[config.mk]
export PLATFORM = sky130hd
export DESIGN_NAME = dmem_rmw_ctrl_flat
export DESIGN_NICKNAME = d
export VERILOG_FILES = /design/src/rtl/dmem_rmw_ctrl_pkg.sv /design/src/rtl/dmem_rmw_ctrl_if.sv /design/src/rtl/dmem_lane_fmt.sv /design/src/rtl/dmem_rmw_ctrl.sv /design/src/flat_wrapper.sv
export SDC_FILE = /design/constraint.sdc
export NUM_CORES = 1
export LEC_CHECK = 0
export ABC_CLOCK_PERIOD_IN_PS = 8600
export BUFFER_PORTS_ARGS = -buffer_cell sky130_fd_sc_hd__clkbuf_2
export CAP_MARGIN = 20
export CORE_MARGIN = 2
export CORE_UTILIZATION = 56
export CTS_BUF_LIST = sky130_fd_sc_hd__clkbuf_16
export DETAILED_ROUTE_END_ITERATION = 8
export PLACE_DENSITY = 0.95
export SLEW_MARGIN = 40
export SYNTH_ARGS = -nofsm -noshare
export SYNTH_HDL_FRONTEND = slang
export SYNTH_SLANG_ARGS = --single-unit
[constraint.sdc]
create_clock -name clk -period 8.6 [get_ports clk]
set_clock_uncertainty 0.05 [all_clocks]
set_input_delay 1.72 -clock clk [delete_from_list [all_inputs] [get_ports clk]]
set_output_delay 1.72 -clock clk [all_outputs]
set_load 0.03 [all_outputs]
[src/rtl/dmem_rmw_ctrl_pkg.sv]
// Shared size codes, FSM encoding and request decode helpers for the
// data-memory load/store sequencer.
package dmem_rmw_pkg;

    localparam logic [1:0] SZ_BYTE = 2'b00;
    localparam logic [1:0] SZ_HALF = 2'b01;
    localparam logic [1:0] SZ_WORD = 2'b10;
    localparam logic [1:0] SZ_RSVD = 2'b11;

    localparam logic [2:0] ST_IDLE = 3'd0;
    localparam logic [2:0] ST_RD   = 3'd1;
    localparam logic [2:0] ST_CAP  = 3'd2;
    localparam logic [2:0] ST_MRG  = 3'd3;
    localparam logic [2:0] ST_WR   = 3'd4;
    localparam logic [2:0] ST_RESP = 3'd5;

    // Request fields held for the whole transaction (address kept separately,
    // its width is a module parameter).
    typedef struct packed {
        logic        we;
        logic [2:0]  size;
        logic [31:0] wdata;
    } req_lat_t;

    // Misaligned access or reserved size code: answered with an error, no memory traffic.
    function automatic logic req_is_bad(input logic [1:0] size, input logic [1:0] addr_lo);
        case (size)
            SZ_BYTE: return 1'b0;
            SZ_HALF: return addr_lo[0];
            SZ_WORD: return addr_lo != 2'b00;
            default: return 1'b1;
        endcase
    endfunction

endpackage

[src/rtl/dmem_rmw_ctrl_if.sv]
// Request/response handshake plus raw 1R1W memory port of the sequencer.
interface dmem_rmw_ctrl_if #(
    parameter int ADDR_W = 7
);
    logic              req_valid;
    logic              req_ready;
    logic              req_we;
    logic [ADDR_W-1:0] req_addr;
    logic [31:0]       req_wdata;
    logic [2:0]        req_size;

    logic              resp_valid;
    logic              resp_ready;
    logic [31:0]       resp_rdata;
    logic              resp_err;

    logic [ADDR_W-1:0] mem_rd_addr;
    logic [31:0]       mem_rd_dout;
    logic [ADDR_W-1:0] mem_wr_addr;
    logic [31:0]       mem_wr_din;
    logic              mem_we;

    modport slave (
        input  req_valid, req_we, req_addr, req_wdata, req_size, resp_ready, mem_rd_dout,
        output req_ready, resp_valid, resp_rdata, resp_err,
               mem_rd_addr, mem_wr_addr, mem_wr_din, mem_we
    );

    modport master (
        output req_valid, req_we, req_addr, req_wdata, req_size, resp_ready, mem_rd_dout,
        input  req_ready, resp_valid, resp_rdata, resp_err,
               mem_rd_addr, mem_wr_addr, mem_wr_din, mem_we
    );
endinterface

[src/rtl/dmem_lane_fmt.sv]
// Byte-lane formatting: load shift/extend and sub-word store merge into the
// word read back from memory.
module dmem_lane_fmt
    import dmem_rmw_pkg::*;
(
    input  logic [1:0]  addr_lo,
    input  logic [2:0]  size,
    input  logic [31:0] rd_word,
    input  logic [31:0] wdata,
    output logic [31:0] load_data,
    output logic [31:0] merge_data
);
    logic [31:0] shifted;

    assign shifted = rd_word >> {addr_lo, 3'b000};

    always_comb begin
        // NOTE: every output gets a default before the case so no path leaves
        // it unassigned, which would otherwise infer a latch.
        load_data  = shifted;
        merge_data = rd_word;
        case (size[1:0])
            SZ_BYTE: begin
                load_data = {{24{shifted[7] & ~size[2]}}, shifted[7:0]};
                merge_data[{addr_lo, 3'b000} +: 8] = wdata[7:0];
            end
            SZ_HALF: begin
                load_data = {{16{shifted[15] & ~size[2]}}, shifted[15:0]};
                merge_data[{addr_lo[1], 4'b0000} +: 16] = wdata[15:0];
            end
            SZ_WORD: merge_data = wdata;
            default: ;
        endcase
    end

endmodule

[src/rtl/dmem_rmw_ctrl.sv]
// Single-outstanding load/store sequencer; sub-word stores become
// read-modify-write so neighbouring bytes survive.
module dmem_rmw_ctrl
    import dmem_rmw_pkg::*;
#(
    parameter int MEM_DEPTH = 32,
    parameter int ADDR_W    = $clog2(MEM_DEPTH) + 2
) (
    input  logic            clk,
    input  logic            rst,
    dmem_rmw_ctrl_if.slave  bus
);
    logic [2:0]        state_q;
    logic [2:0]        state_d;
    req_lat_t          req_q;
    logic [ADDR_W-1:0] addr_q;
    logic              err_q;
    logic [31:0]       rdata_q;
    logic [31:0]       merged_q;
    logic [31:0]       load_data;
    logic [31:0]       merge_data;
    logic              accept;
    logic              bad_req;

    assign accept  = bus.req_valid && (state_q == ST_IDLE);
    assign bad_req = req_is_bad(bus.req_size[1:0], bus.req_addr[1:0]);

    dmem_lane_fmt u_lane_fmt (
        .addr_lo    (addr_q[1:0]),
        .size       (req_q.size),
        .rd_word    (bus.mem_rd_dout),
        .wdata      (req_q.wdata),
        .load_data  (load_data),
        .merge_data (merge_data)
    );

    always_comb begin
        state_d = state_q;
        case (state_q)
            ST_IDLE: begin
                if (accept) begin
                    if (bad_req)
                        state_d = ST_RESP;
                    else if (bus.req_we && bus.req_size[1:0] == SZ_WORD)
                        state_d = ST_WR;
                    else
                        state_d = ST_RD;
                end
            end
            ST_RD:   state_d = req_q.we ? ST_MRG : ST_CAP;
            ST_CAP:  state_d = ST_RESP;
            ST_MRG:  state_d = ST_WR;
            ST_WR:   state_d = ST_RESP;
            ST_RESP: if (bus.resp_ready) state_d = ST_IDLE;
            default: state_d = ST_IDLE;
        endcase
    end

    // NOTE: non-blocking assignments here so every register samples the
    // pre-edge values of the others, independent of statement order.
    always_ff @(posedge clk) begin
        if (rst) begin
            // NOTE: only the controller's own registers are reset; the data
            // memory behind the port keeps its contents across reset.
            state_q  <= ST_IDLE;
            req_q    <= '0;
            addr_q   <= '0;
            err_q    <= 1'b0;
            rdata_q  <= '0;
            merged_q <= '0;
        end else begin
            state_q <= state_d;
            if (accept) begin
                req_q    <= '{we: bus.req_we, size: bus.req_size, wdata: bus.req_wdata};
                addr_q   <= bus.req_addr;
                err_q    <= bad_req;
                rdata_q  <= '0;
                merged_q <= bus.req_wdata;  // already final for a word store
            end
            if (state_q == ST_CAP) rdata_q  <= load_data;
            if (state_q == ST_MRG) merged_q <= merge_data;
        end
    end

    assign bus.req_ready   = (state_q == ST_IDLE);
    assign bus.resp_valid  = (state_q == ST_RESP);
    assign bus.resp_rdata  = rdata_q;
    assign bus.resp_err    = err_q;
    assign bus.mem_rd_addr = {addr_q[ADDR_W-1:2], 2'b00};
    assign bus.mem_wr_addr = {addr_q[ADDR_W-1:2], 2'b00};
    assign bus.mem_wr_din  = merged_q;
    // Gated by rst so a reset landing in WR cannot corrupt the word.
    assign bus.mem_we      = (state_q == ST_WR) && !rst;

endmodule

[src/flat_wrapper.sv]
// flat-port wrapper written by rule: the top's interface ports become plain ports
module dmem_rmw_ctrl_flat import dmem_rmw_pkg::*;
#(
    parameter int MEM_DEPTH = 32,
    parameter int ADDR_W    = $clog2(MEM_DEPTH) + 2
)
  (clk, rst, bus_req_valid, bus_req_we, bus_req_addr, bus_req_wdata, bus_req_size, bus_resp_ready, bus_mem_rd_dout, bus_req_ready, bus_resp_valid, bus_resp_rdata, bus_resp_err, bus_mem_rd_addr, bus_mem_wr_addr, bus_mem_wr_din, bus_mem_we);
  dmem_rmw_ctrl_if #(.ADDR_W(ADDR_W)) bus_i ();
  input  logic clk;
  input  logic rst;
  input wire logic [$bits(bus_i.req_valid)-1:0] bus_req_valid;
  input wire logic [$bits(bus_i.req_we)-1:0] bus_req_we;
  input wire logic [$bits(bus_i.req_addr)-1:0] bus_req_addr;
  input wire logic [$bits(bus_i.req_wdata)-1:0] bus_req_wdata;
  input wire logic [$bits(bus_i.req_size)-1:0] bus_req_size;
  input wire logic [$bits(bus_i.resp_ready)-1:0] bus_resp_ready;
  input wire logic [$bits(bus_i.mem_rd_dout)-1:0] bus_mem_rd_dout;
  output wire logic [$bits(bus_i.req_ready)-1:0] bus_req_ready;
  output wire logic [$bits(bus_i.resp_valid)-1:0] bus_resp_valid;
  output wire logic [$bits(bus_i.resp_rdata)-1:0] bus_resp_rdata;
  output wire logic [$bits(bus_i.resp_err)-1:0] bus_resp_err;
  output wire logic [$bits(bus_i.mem_rd_addr)-1:0] bus_mem_rd_addr;
  output wire logic [$bits(bus_i.mem_wr_addr)-1:0] bus_mem_wr_addr;
  output wire logic [$bits(bus_i.mem_wr_din)-1:0] bus_mem_wr_din;
  output wire logic [$bits(bus_i.mem_we)-1:0] bus_mem_we;
  assign bus_i.req_valid = bus_req_valid;
  assign bus_i.req_we = bus_req_we;
  assign bus_i.req_addr = bus_req_addr;
  assign bus_i.req_wdata = bus_req_wdata;
  assign bus_i.req_size = bus_req_size;
  assign bus_i.resp_ready = bus_resp_ready;
  assign bus_i.mem_rd_dout = bus_mem_rd_dout;
  assign bus_req_ready = bus_i.req_ready;
  assign bus_resp_valid = bus_i.resp_valid;
  assign bus_resp_rdata = bus_i.resp_rdata;
  assign bus_resp_err = bus_i.resp_err;
  assign bus_mem_rd_addr = bus_i.mem_rd_addr;
  assign bus_mem_wr_addr = bus_i.mem_wr_addr;
  assign bus_mem_wr_din = bus_i.mem_wr_din;
  assign bus_mem_we = bus_i.mem_we;
  dmem_rmw_ctrl #(.MEM_DEPTH(MEM_DEPTH), .ADDR_W(ADDR_W)) u_core (.clk(clk), .rst(rst), .bus(bus_i));
endmodule
==> results, run 1 <==
- The run finished with clean final reports.
- TritonCTS built the clock tree.
- The capture point of the worst reg-to-reg path is u_core.bus.mem_wr_din[28].
- After detailed routing, the number of remaining DRC violations is 0.
- For this run, asynchronously set or reset flops after synthesis account for 0%.
- At the pin with the least slew margin, the transition time is about 860 ps.
- Once detail routing completed, the nets flagged for antenna violations numbered 0.
- The post-cts repair resize count is 0.
- The insertion delay of the later-clocked pin in the worst-skew pair is 360 ps.
- By area the synthesized netlist is led by dfxtp_1 (39%), nand2_1 (8.4%), a21oi_1 (6.0%).
- The initial antenna violation count is 0.
- Sorting the synthesized cells by how often they occur yields nand2_1 (126), dfxtp_1 (111), a21oi_1 (68), a221oi_1 (36), clkbuf_1 (25).
- The H-tree level count is 3.
- For this run the aggregate overflow at the end of global routing stands at 0.
- The number of buffers between clock root and the deepest sink is 2.
- Registers are responsible for 42.4% of the overall power.
- The filler cells instantiated in the layout total approximately 770.
- The beginning of the worst register-to-register path is u_core.req_q[33].
- The startpoint of the most critical hold path is u_core.req_q[16].
- The worst setup path is of the in -> out kind.
- The y dimension of the die is 104 um.
- The wire length of the first global-routing pass is 27300 um.
- CTS saw ~110 sinks.
- The maximum resistive drop on vdd is around 110 uV.
- The synthesized area per cell is 8.97 um2.
- The core region area is 9770 um2.
- The routed wirelength normalized by instance count is around 20 um.
- The total count of hold-check failures in the final report is 0.
- The cell depth of the worst min-delay path is 2.
- For the worst flop-to-flop path, the logic depth is 5.
- In the global route stage, met3 resource usage came out at 6.89%.
- Of the total power, the share spent switching nets is 34.2%.
- At the end of routability-driven placement, the weighted congestion stood at 0.987.
- For this design the total switching power over the nets is between 0.4 and 0.5 mW.
- In this run the register-to-register setup slack is 6120 ps.
- The cell sitting at the root of the clock tree is a clkbuf_16.
- The DRC marker count from the first detailed-route iteration is 600.
- Of the post-synthesis cell area, the dominant cell type holds 39.4%.
- The final layout contains 823 nets.
- Cell internal power was estimated by the tool at 0.941 mW.
- In this run the horizontal extent of the chip is 104 um.
- The post-synthesis sequential area ratio is 39.4%.
- The max capacitance violation total is 0.
- The worst hold path terminates at u_core.req_q[16].
- The power per unit of standard cell area is 215 nW/um2.
- The worst setup path is captured at a primary output.
- The post-layout minimum cycle time is 4490 ps.
- The met2 usage is 49.2%.
- The final wirelength is between 15000 and 20000 um.
- The first TritonRoute pass finished after 6 iterations.
- The initial cell density of the core is just under 60%.
- The final HPWL from detailed placement is 12400 um.
- The total vias in the final route is 5752.
- Counting the buffers created by CTS gives 9.
- The die covers 10900 um2.
- The synthesized design spends more area on one cell type than any other, namely dfxtp_1.
- The Yosys step of the flow raised 0 warnings.
- The maximum number of pins on one net before global-route repair is 101.
- After synthesis the netlist holds a flip-flop and latch count of 111.
- The most used flip-flop cell after synthesis is dfxtp_1.
- The worst pin sits at a relative slew slack of 42.9%.
- The path class of the tightest hold or removal check is reg -> reg.
- In this run, distinct cell masters in the synthesized netlist total 53.
- The cell area that synthesis handed to floorplanning was between 5000 and 6000 um2.
- The max-slew violation count is 0.
- Of all nets on the critical path, the largest fanout is 100.
- Combinational cells account for 26.5% of the total power.
- The analysis attributes to cell leakage a power of 2.69 nW.
- Summing internal, switching and leakage power gives 1.43 mW.
- The summed negative setup slack over all endpoints is 0 ps.
- The portion of total power attributed to the clock network is 31.1%.
- After detailed routing, the number of vias per cell comes to 6.56.
- STA classifies the critical path startpoint as an input pin.
- In the global route stage, met1 resource usage came out at 42.0%.
- The register clock-pin slew on the reported worst setup and hold paths is 80 ps.
- Setup repair after global routing left no endpoint under its margin.
- The total inserted antenna cells is 0.
- Counting flops with a built-in enable in the synthesized netlist gives 0.
- The number of cell rows is 36.
- The sequential cells in the finished layout cover a total of 2220 um2.
- The setup slack at placement is 4090 ps.
- The count of pins on the block boundary is 161.
- The count of input and output buffers is 156.
- In this run, post-CTS hold repair placed 0 buffers.
- The total global routing track utilization is a little under a third.
- The area of the multi-input gates is 3090 um2.
- Across all setup checks in the final design, the least slack found is slightly above 4000 ps.
- The final worst-path cycle share is 52.3%.
- The data arrival time of the critical path is 2720 ps.
- The highest-utilization routing layer at the global route stage is met2.
- The most common cell in the synthesized netlist is nand2_1.
- The number of global-route vias before repair was 5265.
- The upper clock frequency limit is 222 MHz.
- The synthesis-to-finish area growth is 18.0%.
- The layout cell share with drive strength beyond 1 is 29.4%.
- At the worst endpoint, the required time is ~7000 ps.
- The post-synthesis instance total is between 600 and 700.
- The number of setup buffers added after CTS is 0.
- The final count of negative-setup-slack endpoints is 0.
## worst max-delay path by stage
stage / to / cells past startpoint / start / slack, ps
finish: bus_mem_we / 4 / rst / 4110
global route: bus_mem_we / 4 / rst / 4020
CTS: bus_mem_we / 4 / rst / 4080
detailed placement: bus_mem_we / 4 / rst / 4090
global placement: bus_mem_we / 4 / rst / 3960
floorplan: bus_mem_we / 3 / rst / 3700
## registers in the layout, indices dropped and copies added, names as in the netlist
name,count
u_core.state_q,3
u_core.req_q,36
u_core.bus.resp_rdata,32
u_core.bus.resp_err,1
u_core.bus.mem_wr_din,32
u_core.addr_q,7
## metrics by stage
step	util, %	hold slack [ps]	std cells	instance area, um2
final	68.1	408	877	6660
after floorplan	-	386	632	5650
after detailed placement	64.8	397	861	6330
after CTS	68.0	408	877	6650
after global placement	64.7	393	861	6330
after global routing	68.1	424	877	6660
## power by group through the flow
| stage | Sequential [mW] | Combinational [mW] | Clock [mW] |
|---|---|---|---|
| global placement | 0.614 | 0.360 | 0 |
| detailed placement | 0.616 | 0.370 | 0 |
| CTS | 0.605 | 0.373 | 0.446 |
| finish | 0.607 | 0.379 | 0.444 |
| floorplan | 0.647 | 0.235 | 0 |
| global route | 0.612 | 0.407 | 0.468 |
## layout by cell type (no fill, tap or decap), drive strengths merged, types with 7 or more instances in the layout
cell type / n
a22oi: 8
a41oi: 8
nor3: 11
nand3: 18
mux2i: 16
a31oi: 8
buf: 10
a211oi: 10
dfxtp: 111
a21oi: 68
a21boi: 8
a221o: 24
clkbuf: 164
o2bb2ai: 7
mux2: 11
a311o: 9
mux4: 9
nand2: 126
nor2: 17
a221oi: 36
## worst max-delay path: stages
cell,delay [ps]
buf_2,110
buf_6,280
nor4b_1,330
clkbuf_2,260
## metal layers
metal  routed length (um)  up-vias  share of wire (%)
met5                    0        -                  0
met2                 8050      383                 46
met3                 1840       52                 11
li1                     -     2581                  -
met1                 7010     2736                 40
met4                  561        0                3.2
## final cells by class
type | instances | area share, %
Timing Repair Buffer | 165 | 12.8
Sequential cell | 111 | 33.4
Clock inverter | 7 | 1.35
Tap cell | 133 | 2.50
Multi-Input combinational cell | 449 | 46.4
Clock buffer | 9 | 3.38
Inverter | 3 | 0.169
## logic make-up (layout without fill, tap and decap cells)
logic type               count (synthesis)  in the layout  share of synthesized area, %
AO/OA/AOI/OAI                          205            205                          27.9
AND/OR/NAND/NOR                        199            199                          16.5
flip-flops                             111            111                          39.4
buffers and inverters                   72            184                          6.45
multiplexers                            36             36                          8.63
adder cells (fa/ha/maj)                  5              5                          1.11
other                                    1              4                        0.0665
Note: power is estimated with default switching activity, not from simulation.
==> run 2, diff against run 1 <==
Settings changed: ABC_CLOCK_PERIOD_IN_PS 8600 to 4000, CORE_UTILIZATION 56 to 47, PLACE_DENSITY 0.95 to 0.88.
Clock period 8.6 ns to 4 ns, I/O delays scaled along.
==> results, run 2 (synthesis gave the netlist of run 1 again) <==
- The count of input and output buffers is 156 (unchanged).
- The reported leakage power is 2.70 nW (+0.15%).
- The routed wirelength normalized by instance count came to 19.8 um (-0.51%).
- The wire length of the first global-routing pass is 27100 um (-0.78%).
- The instance count on the critical path is 6 (+2).
- The number of buffers between clock root and the deepest sink is 2 (unchanged).
- The post-detailed-placement cell area came to 6390 um2 (+0.89%).
- The initial antenna violation count is 0 (unchanged).
- From synthesis to final layout, the design area changed by 18.2%.
- The final count of negative-setup-slack endpoints is 0 (unchanged).
- The maximum resistive drop on vdd was 194 uV (+83%).
- The number of flip-flops in the largest register is 36 (unchanged).
- The headroom to the max-slew limit is 43.4% (+0.52 points).
- The buffer type at the clock tree root is clkbuf_16.
- The post-layout minimum cycle time is 2700 ps.
- The slew at the pin with the worst max-slew slack was 849 ps (-7.85 ps).
- The final wirelength was 17800 um (+1.6%).
- The critical path in this run is classified as reg -> reg.
- The layout cell share with drive strength beyond 1 is 29.9% (+0.47 points).
- The data required time at the worst endpoint was 4220 ps (-2610 ps).
- Derived from the worst setup path, the maximum achievable clock frequency is 370 MHz.
- The combinational share of power came to 27.5% (+1.0 points).
- The sequential fraction of design power was 43.6% (+1.2 points).
- The capturing element type of the critical path is a flip-flop.
- The area of all placed cells without fillers is 6670 um2 (+0.21%).
- The number of vias per cell after detailed routing is 6.38 (-2.8%).
- The H-tree level count was 3 (unchanged).
- The max-slew violation count is 0 (unchanged).
- The y dimension of the die is 114 um (+8.8%).
- The net switching power of the design is 1.09 mW (+120%).
- The sum of overflow across all layers after global routing was 0 (unchanged).
- The number of global-route vias before repair was 4970 (-5.6%).
- The total count of hold-check failures in the final report was 0 (unchanged).
- The cell total after placement was 880 (+2.2%).
- The insertion delay of the later-clocked pin in the worst-skew pair is 350 ps (about the same).
- The horizontal extent of the die is 114 um (+8.8%).
- The flow ran to the end, and the final reports show no timing, DRC or antenna violations.
- Dividing the final minimum period by the clock period gives 67.6%.
- The maximum fanout along the worst path came to 13 (-87%).
- The post-cts repair resize count is 0 (unchanged).
- The total global routing track utilization is 26.5% (-5.1 points).
- Among cell families on the critical path, the largest total delay comes from simple AND/OR/NAND/NOR gates.
- The internal reg-to-reg setup slack is 1300 ps (-4820 ps).
- The CTS tree is yes.
- The register with the most flip-flops is u_core.req_q.
- The die outline area is 12900 um2 (+18%).
- The switching part of the total is 36.3% (+2.1 points).
- The core region area is 11900 um2 (+21%).
- The total vias in the final route is 5715 (-0.64%).
- The total inserted antenna cells is 0 (unchanged).
- The final instance count without filler cells is 896 (+2.2%).
- The worst hold slack is 410 ps (+1.67 ps).
- The data arrival time of the critical path is 2920 ps (+200 ps).
- The number of hold buffers added after CTS is 0 (unchanged).
- In the layout the commonest cells are clkbuf_2 (155), nand2_1 (125), dfxtp_1 (111).
- The portion of total power attributed to the clock network came to 28.9% (-2.2 points).
- The count of pins on the block boundary is 161 (unchanged).
- The worst stage delay on the critical path is 750 ps (+420 ps).
- The total internal power is 1.92 mW (+100%).
- The number of nets in the final layout is 828 (+0.61%).
- The slowest stage of the critical path is the nor4b_2 cell.
- The summed negative setup slack over all endpoints was 0 ps (unchanged).
- The residual DRC count was 0 (unchanged).
- The initial cell density of the core is 47.6% (-10 points).
- The element type at the critical path start is a flip-flop.
- The register clock-pin slew on the reported worst setup and hold paths is 70 ps (about the same).
- The number of buffer and inverter stages on the critical path is 1 (-2).
- The first-pass detailed-route iteration total is 6 (unchanged).
- The power per unit of standard cell area is 451 nW/um2 (+110%).
- The remaining antenna violation count after routing was 0 (unchanged).
- The final weighted congestion of routability-driven global placement was 0.889 (-10%).
- The maximum number of pins on one net before global-route repair was 70 (-31%).
- The signal on the critical path passes through inv_1 > ha_1 > nor4b_2 > nand3_1 > a221o_1 > a31oi_1.
- The number of post-CTS setup repair buffers came to 0 (unchanged).
- The library cell used most frequently in the layout, excluding fill and tap cells, is clkbuf_2.
- Setup repair after global routing left no endpoint under its margin.
- The number of cells on the worst reg-to-reg path is 6 (+1).
- The kind of path behind the tightest hold check is reg -> reg.
- The number of cell rows is 40 (+11%).
- The max capacitance violation total came to 0 (unchanged).
- The cell depth of the worst min-delay path is 2 (unchanged).
- The sink count of the clock tree is 111 (unchanged).
- The CTS buffer count is 9 (unchanged).
- The DRC marker count from the first detailed-route iteration is 805 (+34%).
- The final HPWL from detailed placement is 12800 um (+2.5%).
[run 2: cell count changes in the layout (fill, tap and decap cells not counted)]
cell | previous run | this run
nand2_2 | 1 | 0
inv_6 | 0 | 3
inv_8 | 0 | 1
nor3b_2 | 0 | 1
buf_4 | 8 | 14
bufinv_16 | 2 | 0
clkinv_1 | 0 | 2
nand2_4 | 0 | 1
clkinv_4 | 2 | 1
buf_6 | 1 | 0
nor3b_4 | 1 | 0
inv_1 | 5 | 3
clkinv_2 | 1 | 0
[run 2: stage by stage]
step	setup slack (ps)	util, %	power [mW]
floorplan	936	-	1.90
global placement	1290	53.7	2.12
detailed placement	1400	53.9	2.14
CTS	1380	56.2	2.99
global route	1170	56.2	3.12
finish	1300	56.2	3.01
[run 2: metal layers]
| metal | routed length, um | up-vias | global-route usage (%) |
|---|---|---|---|
| li1 | - | 2594 | - |
| met1 | 6970 | 2655 | 36.2 |
| met2 | 7980 | 409 | 41.2 |
| met3 | 2180 | 57 | 6.70 |
| met4 | 621 | 0 | 8.94 |
| met5 | 0 | - | 0 |
[run 2: worst paths after layout]
| check | startpoint | to |
|---|---|---|
| worst min-delay path | u_core.req_q[16] | u_core.req_q[16] |
| worst max register to register | u_core.addr_q[1] | u_core.bus.mem_wr_din[28] |
| worst min register to register | u_core.req_q[16] | u_core.req_q[16] |
| worst max-delay path | u_core.addr_q[1] | u_core.bus.mem_wr_din[28] |
[run 2: final cells by class]
type	instances	area (um2)
sequential	111	2220
multi-input combinational	449	3090
clock buffer	9	225
tap	147	184
fill	1036	5190
timing repair buffer	170	886
inverter	3	11.3
clock inverter	7	53.8
[run 2: worst reg2reg max path, delay by kind of cell (launching register included)]
family	cells	cell delay [ps]
adder cells (fa/ha/maj)	1	380
buffers and inverters	1	180
flip-flops	1	630
AO/OA/AOI/OAI	2	490
AND/OR/NAND/NOR	2	900
[run 2: power groups by stage]
stage,registers [mW],logic (mW),clock network (mW)
5_1_grt,1.32,0.884,0.919
3_5_place_dp,1.33,0.813,0
4_1_cts,1.31,0.815,0.865
2_1_floorplan,1.39,0.504,0
3_3_place_gp,1.33,0.796,0
6_report,1.31,0.826,0.868
